==> config.mk <==
export PLATFORM = sky130hd
export DESIGN_NAME = instruction_fetch
export DESIGN_NICKNAME = d
export VERILOG_FILES = /design/src/rtl/manquehuito_pkg.sv /design/src/rtl/instruction_fetch_program_counter.sv /design/src/rtl/instruction_fetch.sv
export SDC_FILE = /design/constraint.sdc
export NUM_CORES = 1
export LEC_CHECK = 0
export ABC_AREA = 1
export BUFFER_PORTS_ARGS = -buffer_cell sky130_fd_sc_hd__buf_2
export CAP_MARGIN = 0
export CORE_MARGIN = 2
export CORE_UTILIZATION = 45
export CTS_BUF_LIST = sky130_fd_sc_hd__clkbuf_2
export CTS_CLUSTER_SIZE = 16
export DETAILED_ROUTE_END_ITERATION = 7
export GPL_TIMING_DRIVEN = 0
export PLACE_DENSITY_LB_ADDON = 0.08
export SETUP_SLACK_MARGIN = 0.15
export SYNTH_ARGS = -nofsm -noshare
export SYNTH_HDL_FRONTEND = slang
export SYNTH_SLANG_ARGS = --single-unit
==> constraint.sdc <==
create_clock -name clk_i -period 3.82 [get_ports clk_i]
set_input_delay 0 -clock clk_i [delete_from_list [all_inputs] [get_ports clk_i]]
set_output_delay 0 -clock clk_i [all_outputs]
set_load 0.1 [all_outputs]
==> src/rtl/manquehuito_pkg.sv <==
// Shared types and constants for the fetch stage in front of the 256x15 instruction ROM.
package manquehuito_pkg;

  localparam int ADDR_W  = 8;
  localparam int INSTR_W = 15;

  localparam logic [ADDR_W-1:0] RESET_PC = 8'h00;

  typedef enum logic [1:0] {
    BOOT = 2'd0,
    RUN  = 2'd1,
    HALT = 2'd2
  } fetch_state_e;

  // One decoded-ready packet: the word and the address it came from.
  typedef struct packed {
    logic [ADDR_W-1:0]  pc;
    logic [INSTR_W-1:0] instr;
  } fetch_pkt_t;

endpackage

==> src/rtl/instruction_fetch_program_counter.sv <==
// Program counter register: load has priority over increment, otherwise holds.
// The increment wraps naturally at 2^ADDR_W with no flag.
module program_counter #(
  parameter int                ADDR_W   = 8,
  parameter logic [ADDR_W-1:0] RESET_PC = '0
) (
  input  logic              clk_i,
  input  logic              rst_i,
  input  logic              load_i,
  input  logic [ADDR_W-1:0] load_addr_i,
  input  logic              inc_i,
  output logic [ADDR_W-1:0] pc_o
);

  logic [ADDR_W-1:0] pc_q;
  logic [ADDR_W-1:0] pc_d;

  // Next PC: redirect target, sequential successor, or unchanged.
  always_comb begin
    pc_d = pc_q;
    if (load_i) begin
      pc_d = load_addr_i;
    end else if (inc_i) begin
      pc_d = pc_q + {{(ADDR_W-1){1'b0}}, 1'b1};
    end
  end

  // PC register with synchronous reset to the boot address.
  always_ff @(posedge clk_i) begin
    if (rst_i) begin
      pc_q <= RESET_PC;
    end else begin
      pc_q <= pc_d;
    end
  end

  assign pc_o = pc_q;

endmodule

==> src/rtl/instruction_fetch.sv <==
// Fetch stage: drives the async ROM address from the PC, registers the returned
// word together with its address, and offers it to decode over valid/ready.
// Handles jump redirect, backpressure, halt and restart-by-jump.
module instruction_fetch #(
  parameter int                ADDR_W   = manquehuito_pkg::ADDR_W,
  parameter int                INSTR_W  = manquehuito_pkg::INSTR_W,
  parameter logic [ADDR_W-1:0] RESET_PC = manquehuito_pkg::RESET_PC
) (
  input  logic               clk_i,
  input  logic               rst_i,
  output logic [ADDR_W-1:0]  imem_addr_o,
  input  logic [INSTR_W-1:0] imem_data_i,
  input  logic               jump_en_i,
  input  logic [ADDR_W-1:0]  jump_addr_i,
  input  logic               halt_i,
  output logic [INSTR_W-1:0] instr_o,
  output logic [ADDR_W-1:0]  pc_o,
  output logic               valid_o,
  input  logic               ready_i,
  output logic               halted_o
);

  import manquehuito_pkg::*;

  fetch_state_e state_q;
  fetch_state_e state_d;
  fetch_pkt_t   pkt_q;
  fetch_pkt_t   pkt_d;
  logic         valid_q;
  logic         valid_d;

  logic              pc_load;
  logic              pc_inc;
  logic [ADDR_W-1:0] pc_cur;
  logic              slot_free;

  program_counter #(
    .ADDR_W   (ADDR_W),
    .RESET_PC (RESET_PC)
  ) u_pc (
    .clk_i       (clk_i),
    .rst_i       (rst_i),
    .load_i      (pc_load),
    .load_addr_i (jump_addr_i),
    .inc_i       (pc_inc),
    .pc_o        (pc_cur)
  );

  // The output slot can take a new word when empty or being drained this cycle.
  assign slot_free = !valid_q || ready_i;

  // FSM and output-slot control; a jump squashes the slot even if it transfers now.
  always_comb begin
    state_d = state_q;
    pkt_d   = pkt_q;
    valid_d = valid_q;
    pc_load = 1'b0;
    pc_inc  = 1'b0;
    case (state_q)
      BOOT: begin
        state_d = RUN;
      end
      RUN: begin
        if (jump_en_i) begin
          pc_load = 1'b1;
          valid_d = 1'b0;
        end else if (halt_i) begin
          state_d = HALT;
          valid_d = valid_q && !ready_i;
        end else if (slot_free) begin
          pkt_d.pc    = pc_cur;
          pkt_d.instr = imem_data_i;
          valid_d     = 1'b1;
          pc_inc      = 1'b1;
        end
      end
      HALT: begin
        if (jump_en_i) begin
          pc_load = 1'b1;
          valid_d = 1'b0;
          state_d = RUN;
        end else begin
          valid_d = valid_q && !ready_i;
        end
      end
      default: begin
        state_d = BOOT;
        valid_d = 1'b0;
      end
    endcase
  end

  // State and output register; reset clears the slot even mid-handshake.
  always_ff @(posedge clk_i) begin
    if (rst_i) begin
      state_q <= BOOT;
      pkt_q   <= '0;
      valid_q <= 1'b0;
    end else begin
      state_q <= state_d;
      pkt_q   <= pkt_d;
      valid_q <= valid_d;
    end
  end

  assign imem_addr_o = pc_cur;
  assign instr_o     = pkt_q.instr;
  assign pc_o        = pkt_q.pc;
  assign valid_o     = valid_q;
  assign halted_o    = (state_q == HALT);

endmodule
==> run metrics, run 1 <==
net switching power 733.9 uW; Final period util 0.5276; max cap viols 0; Row Count 21; Placed Instances between 300 and 400; Post-Syn Nets roughly 250; Layout Nets 340; # clock sinks 34; Leakage Power about 1 nW; total grt overflow 0; Worst setup SP type register; GPL Wtd Cong around 0.8; sw frac 0.5397; #FFs+latches synth 34; DRT Wirelength between 4 and 5 mm; # setup viols final 0; Seq/Total Area, Yosys 0.4405; area of the multi-input gates ~740 um^2; Sequential Area 680.7 um^2; clk buf depth 2; IO buf count 59; most common cell after layout, fill and taps aside nand2_1; Rel. slew slack 0.6666; H-tree depth 2; detailed placement HPWL 2.620 mm; largest net degree at the start of global routing 11; R2R Setup Slk about 1800 ps; Clock Pin Slew Worst Setup and Hold Paths 170 ps; First DRT Iteration DRCs 87; antenna diode count 0; Int Power ~630 uW; worst slew pin tran roughly 500 ps; Die W roughly 63 um; Crit. End Element register; Sequential Power Share 0.338; Worst EP arrival approximately 2300 ps; Synth Warn # 0; GRT Overall Usage 0.2209; unrepaired setup endpoints after global routing false; CTS buffer count 5; Data required, critical path about 4100 ps; worst hold start jump_addr_i[5]; reg-to-reg startpoint state_q[1]; Vias per Instance roughly 4.8; core area roughly 3300 um^2; FMAX a little under 500 MHz; outcome completed; filler cell count about 320; Finished Core Util 0.6625; Hold Vio Cnt, Final 0; commonest cells after routing, fill and taps aside nand2_1 (68), buf_2 (60), a21oi_1 (34), dfxtp_1 (34), dlygate4sd3_1 (26); Crit Path Class reg -> reg; endpoint of the worst hold path u_pc.pc_o[5]; DR vias 1687; Comb pwr share 0.545; Wirelength per Cell about 11 um; Skew-Pair Late Insertion Delay around 370 ps; Mapped Cells roughly 220; root buffer cell clkbuf_2; Initial Util 0.4667; vias in the first global route approximately 1600; drt pass-1 iters 4; fraction of layout cells with a size suffix above 1 0.2508; detailed-route DRC error count 0; Slew Viols, Final 0; Vert. Die Dim ~63 um; global-route wire length before repair 6.879 mm; Hold Crit Depth 5; Finished Layout Cells about 350; mapped cell area 1545 um^2; Unique masters post-synth 22; crit-path max FO 10; Final Critical Period approximately 2000 ps; skew final ~9 ps; Hold WC Path Type in -> reg; worst r2r path cells 8; Peak supply drop just over 0.3 mV; Layout area overhead 41.94%; initial antenna violation count 0; pwr/cell area approximately 620 nW/um^2; setup tns final 0 ps; Syn Area/Cell a little over 7 um^2; antenna violation net count after detailed routing 0; reg-to-reg critical path endpoint instr_o[8]; CTS tree yes; die footprint between 3000 and 4000 um^2; clock share of power 0.116; IO Count roughly 60
[how the worst max path moves through the flow]
stage / from / end / slack, ps
2_1_floorplan: u_pc.pc_o[1] / u_pc.pc_o[6] / 1780
3_5_place_dp: state_q[0] / u_pc.pc_o[3] / 2260
3_3_place_gp: state_q[0] / u_pc.pc_o[3] / 2270
6_report: state_q[1] / instr_o[8] / 1800
4_1_cts: state_q[1] / instr_o[9] / 1810
5_1_grt: state_q[1] / instr_o[9] / 1600
[final cells by class]
cell class                      instances  share of cell area
Clock buffer                            5             0.01141
Buffer                                  9             0.02909
Inverter                               16             0.02738
Multi-Input combinational cell        156              0.3377
Timing Repair Buffer                   85              0.2533
Tap cell                               46             0.02624
Sequential cell                        34              0.3103
Clock inverter                          2            0.004564
[worst max-delay path, stage by stage (launching register included)]
cell and delay, ps:
dfxtp_1 360, inv_1 90, ha_1 290, nand3_4 110, inv_2 170, buf_4 210, nand2_1 70, a21oi_1 110
dlygate4sd3_1 550
[synthesized netlist by cell type]
library cell	count	area share
a211oi_1	1	0.0049
a21oi_1	34	0.11
a31oi_1	1	0.0041
buf_2	1	0.0032
buf_4	3	0.015
buf_6	1	0.0073
clkbuf_1	3	0.0073
clkbuf_8	1	0.0089
dfxtp_1	34	0.44
ha_1	5	0.040
inv_1	14	0.034
inv_2	2	0.0049
nand2_1	68	0.17
nand2_2	1	0.0041
nand3_1	9	0.029
nand3_4	1	0.011
nor2_1	17	0.041
nor2_4	1	0.0073
nor3_1	3	0.0097
o211ai_1	1	0.0049
o21ai_0	13	0.042
o21bai_1	1	0.0049
[power groups by stage]
stage | logic, mW | clock network, mW | registers (mW)
CTS | 0.743 | 0.162 | 0.461
detailed placement | 0.721 | 0 | 0.469
global placement | 0.722 | 0 | 0.468
global route | 0.798 | 0.179 | 0.471
finish | 0.742 | 0.158 | 0.460
floorplan | 0.277 | 0 | 0.789
[layer usage]
layer | vias to the layer above | part of all wire | GRT usage
li1 | 881 | - | -
met1 | 743 | 0.43 | 0.2600
met2 | 54 | 0.49 | 0.3965
met3 | 9 | 0.055 | 0.04324
met4 | 0 | 0.017 | 0.08056
met5 | - | 0 | 0
[timing repair]
action | 4_1_cts | 5_1_grt
gates resized for setup | 0 | 0
hold buffers | 26 | 0
setup buffers | 0 | 0
hold endpoints to repair | 22 | 0
[metrics by stage]
stage	power, mW	worst slack, ps	hold slack (ps)	area [um^2]
floorplan	1.066	1783	142.9	1545
global placement	1.190	2268	249.4	1898
detailed placement	1.190	2262	254.8	1898
CTS	1.367	1814	5.697	2193
global route	1.448	1597	13.65	2193
finish	1.360	1805	12.36	2193
[kinds of logic (layout without fill, tap and decap cells)]
logic type / Yosys count / count (layout) / synth area share
AO/OA/AOI/OAI: 51 / 51 / 0.1709
adder cells (fa/ha/maj): 5 / 5 / 0.04049
buffers and inverters: 25 / 117 / 0.08016
flip-flops: 34 / 34 / 0.4405
AND/OR/NAND/NOR: 100 / 100 / 0.2680
[registers in the layout, indices dropped and copies added, names as in the netlist]
register   count
instr_o       15
pc_o           8
u_pc.pc_o      8
state_q        2
valid_o        1
Note: power is estimated with default switching activity, not from simulation.
==> run 2: changes to the inputs <==
- clock period: 3.82 -> 1.7 ns (I/O delays scaled with it)
==> run metrics, run 2 (synthesis gave the netlist of run 1 again) <==
commonest cells after routing, fill and taps aside nand2_1 (68), buf_2 (59), a21oi_1 (34); max reg flops 15; setup tns final 0 ps; Skew-Pair Late Insertion Delay approximately 380 ps; CP Buf/Inv Count 3; skew final around 8.3 ps; GPL Wtd Cong between 0.8 and 0.9; Sequential Power Share 0.326; detailed-route DRC error count 0; net switching power 1.700 mW; Final Critical Period about 1500 ps; drt pass-1 iters 6; CTS tree yes; largest net degree at the start of global routing 11; # clock sinks 34; sw frac 0.5282; antenna diode count 0; # setup viols final 0; Crit Path Class reg -> reg; Hold Vio Cnt, Final 0; area of the multi-input gates about 760 um^2; First DRT Iteration DRCs between 70 and 80; Slew Viols, Final 0; Leakage Power slightly above 1 nW; clk buf depth 2; reg-to-reg startpoint state_q[0]; antenna violation net count after detailed routing 0; DRT Wirelength just over 4 mm; kind of cell adding the most delay to the critical path flip-flops; total grt overflow 0; Layout Nets approximately 340; CP Cell Sequence inv_1 > ha_1 > nand2_4 > clkinvlp_4 > buf_4 > nor3_1 > a211oi_1; worst r2r path cells 7; Die W between 60 and 70 um; Peak supply drop between 0.6 and 0.7 mV; unrepaired setup endpoints after global routing true; DR vias ~1700; Hold WC Path Type in -> reg; Final period util 0.9041; Wirelength per Cell around 12 um; FMAX approximately 650 MHz; max incr delay on CP 370 ps; GRT Overall Usage 0.2214; Crit. End Element register; Initial Util 0.4667; vias in the first global route 1575; Vias per Instance between 4 and 5; pwr/cell area 1426 nW/um^2; clock share of power 0.113; Hold Crit Depth 4; root buffer cell clkbuf_2; global-route wire length before repair 6.865 mm; Worst path slowest cell dfxtp_2; Rel. slew slack 0.6776; most common cell after layout, fill and taps aside nand2_1; initial antenna violation count 0; Critical Path Stages 7; fraction of layout cells with a size suffix above 1 0.3097; IO Count between 60 and 70; Clock Pin Slew Worst Setup and Hold Paths 170 ps; worst slew pin tran just under 500 ps; core area ~3300 um^2; Layout area overhead 46.07%; IO buf count 59; detailed placement HPWL between 2 and 3 mm; crit-path max FO 5; Worst setup SP type register; max cap viols 0; CP Launch Point state_q[0]; worst hold start jump_en_i; CTS buffer count 5; Sequential Area between 600 and 700 um^2; Data required, critical path 1990 ps; outcome completed; Comb pwr share 0.561; H-tree depth 2; Row Count 21; R2R Setup Slk 160 ps; Worst EP arrival approximately 1800 ps; die footprint 3919 um^2; Int Power approximately 1.5 mW; Total Power 3.218 mW; filler cell count roughly 300; Vert. Die Dim roughly 63 um
## run 2: cell types whose count changed in the layout (fill, tap and decap cells not counted), moves of 2 or more
cell,change
dfxtp_1,-10
dfxtp_2,+10
buf_4,+4
dlygate4sd3_1,-2
ha_1,-2
ha_2,+2
## run 2: power groups by stage
stage | registers, mW | logic (mW) | clock network (mW)
floorplan | 1.79 | 0.625 | 0
global placement | 1.07 | 1.62 | 0
detailed placement | 1.06 | 1.62 | 0
CTS | 1.05 | 1.68 | 0.373
global route | 1.07 | 1.93 | 0.403
finish | 1.05 | 1.81 | 0.362
## run 2: path summary, 6_finish.rpt
kind                       end
hold / removal      state_q[1]
setup reg to reg  u_pc.pc_o[2]
hold reg to reg     instr_o[3]
setup / recovery  u_pc.pc_o[2]
## run 2: layer usage
layer | vias up | share of wire | GRT usage
li1 | 888 | - | -
met1 | 753 | 0.44 | 0.2545
met2 | 49 | 0.49 | 0.3831
met3 | 8 | 0.056 | 0.07207
met4 | 0 | 0.017 | 0.08056
met5 | - | 0 | 0
## run 2: per-stage QoR
| step | cell area, um^2 | hold WS, ps | utilization | worst slack (ps) | cells |
|---|---|---|---|---|---|
| 3_3_place_gp | 1911 | 248.0 | 0.5771 | 149.0 | 320 |
| 5_1_grt | 2257 | 76.26 | 0.6818 | 109.2 | 356 |
| 2_1_floorplan | 1558 | 142.9 | - | 81.57 | 215 |
| 3_5_place_dp | 1911 | 256.3 | 0.5771 | 157.9 | 320 |
| 4_1_cts | 2191 | 37.20 | 0.6618 | 158.9 | 351 |
| 6_report | 2257 | 45.31 | 0.6818 | 163.1 | 356 |
## run 2: layout make-up
type	count	area share
clock buffer	5	0.01109
timing repair buffer	88	0.2605
sequential	34	0.3071
buffer	9	0.02827
tap	46	0.02550
clock inverter	2	0.004435
inverter	16	0.02827
multi-input combinational	156	0.3348
## run 2: repair_timing
item	CTS	global route
gates resized for setup	1	6
buffers inserted	0	5
hold buffers	24	0
endpoints found under the setup margin	1	24
hold endpoints to repair	23	0
cloned	0	0
pin swaps	0	1
## run 2: worst reg2reg max path, stage by stage, from the launching register on
cell and delay [ps]:
dfxtp_2 370, inv_1 70, ha_1 340, nand2_4 130, clkinvlp_4 120, buf_4 150, nor3_1 210, a211oi_1 70
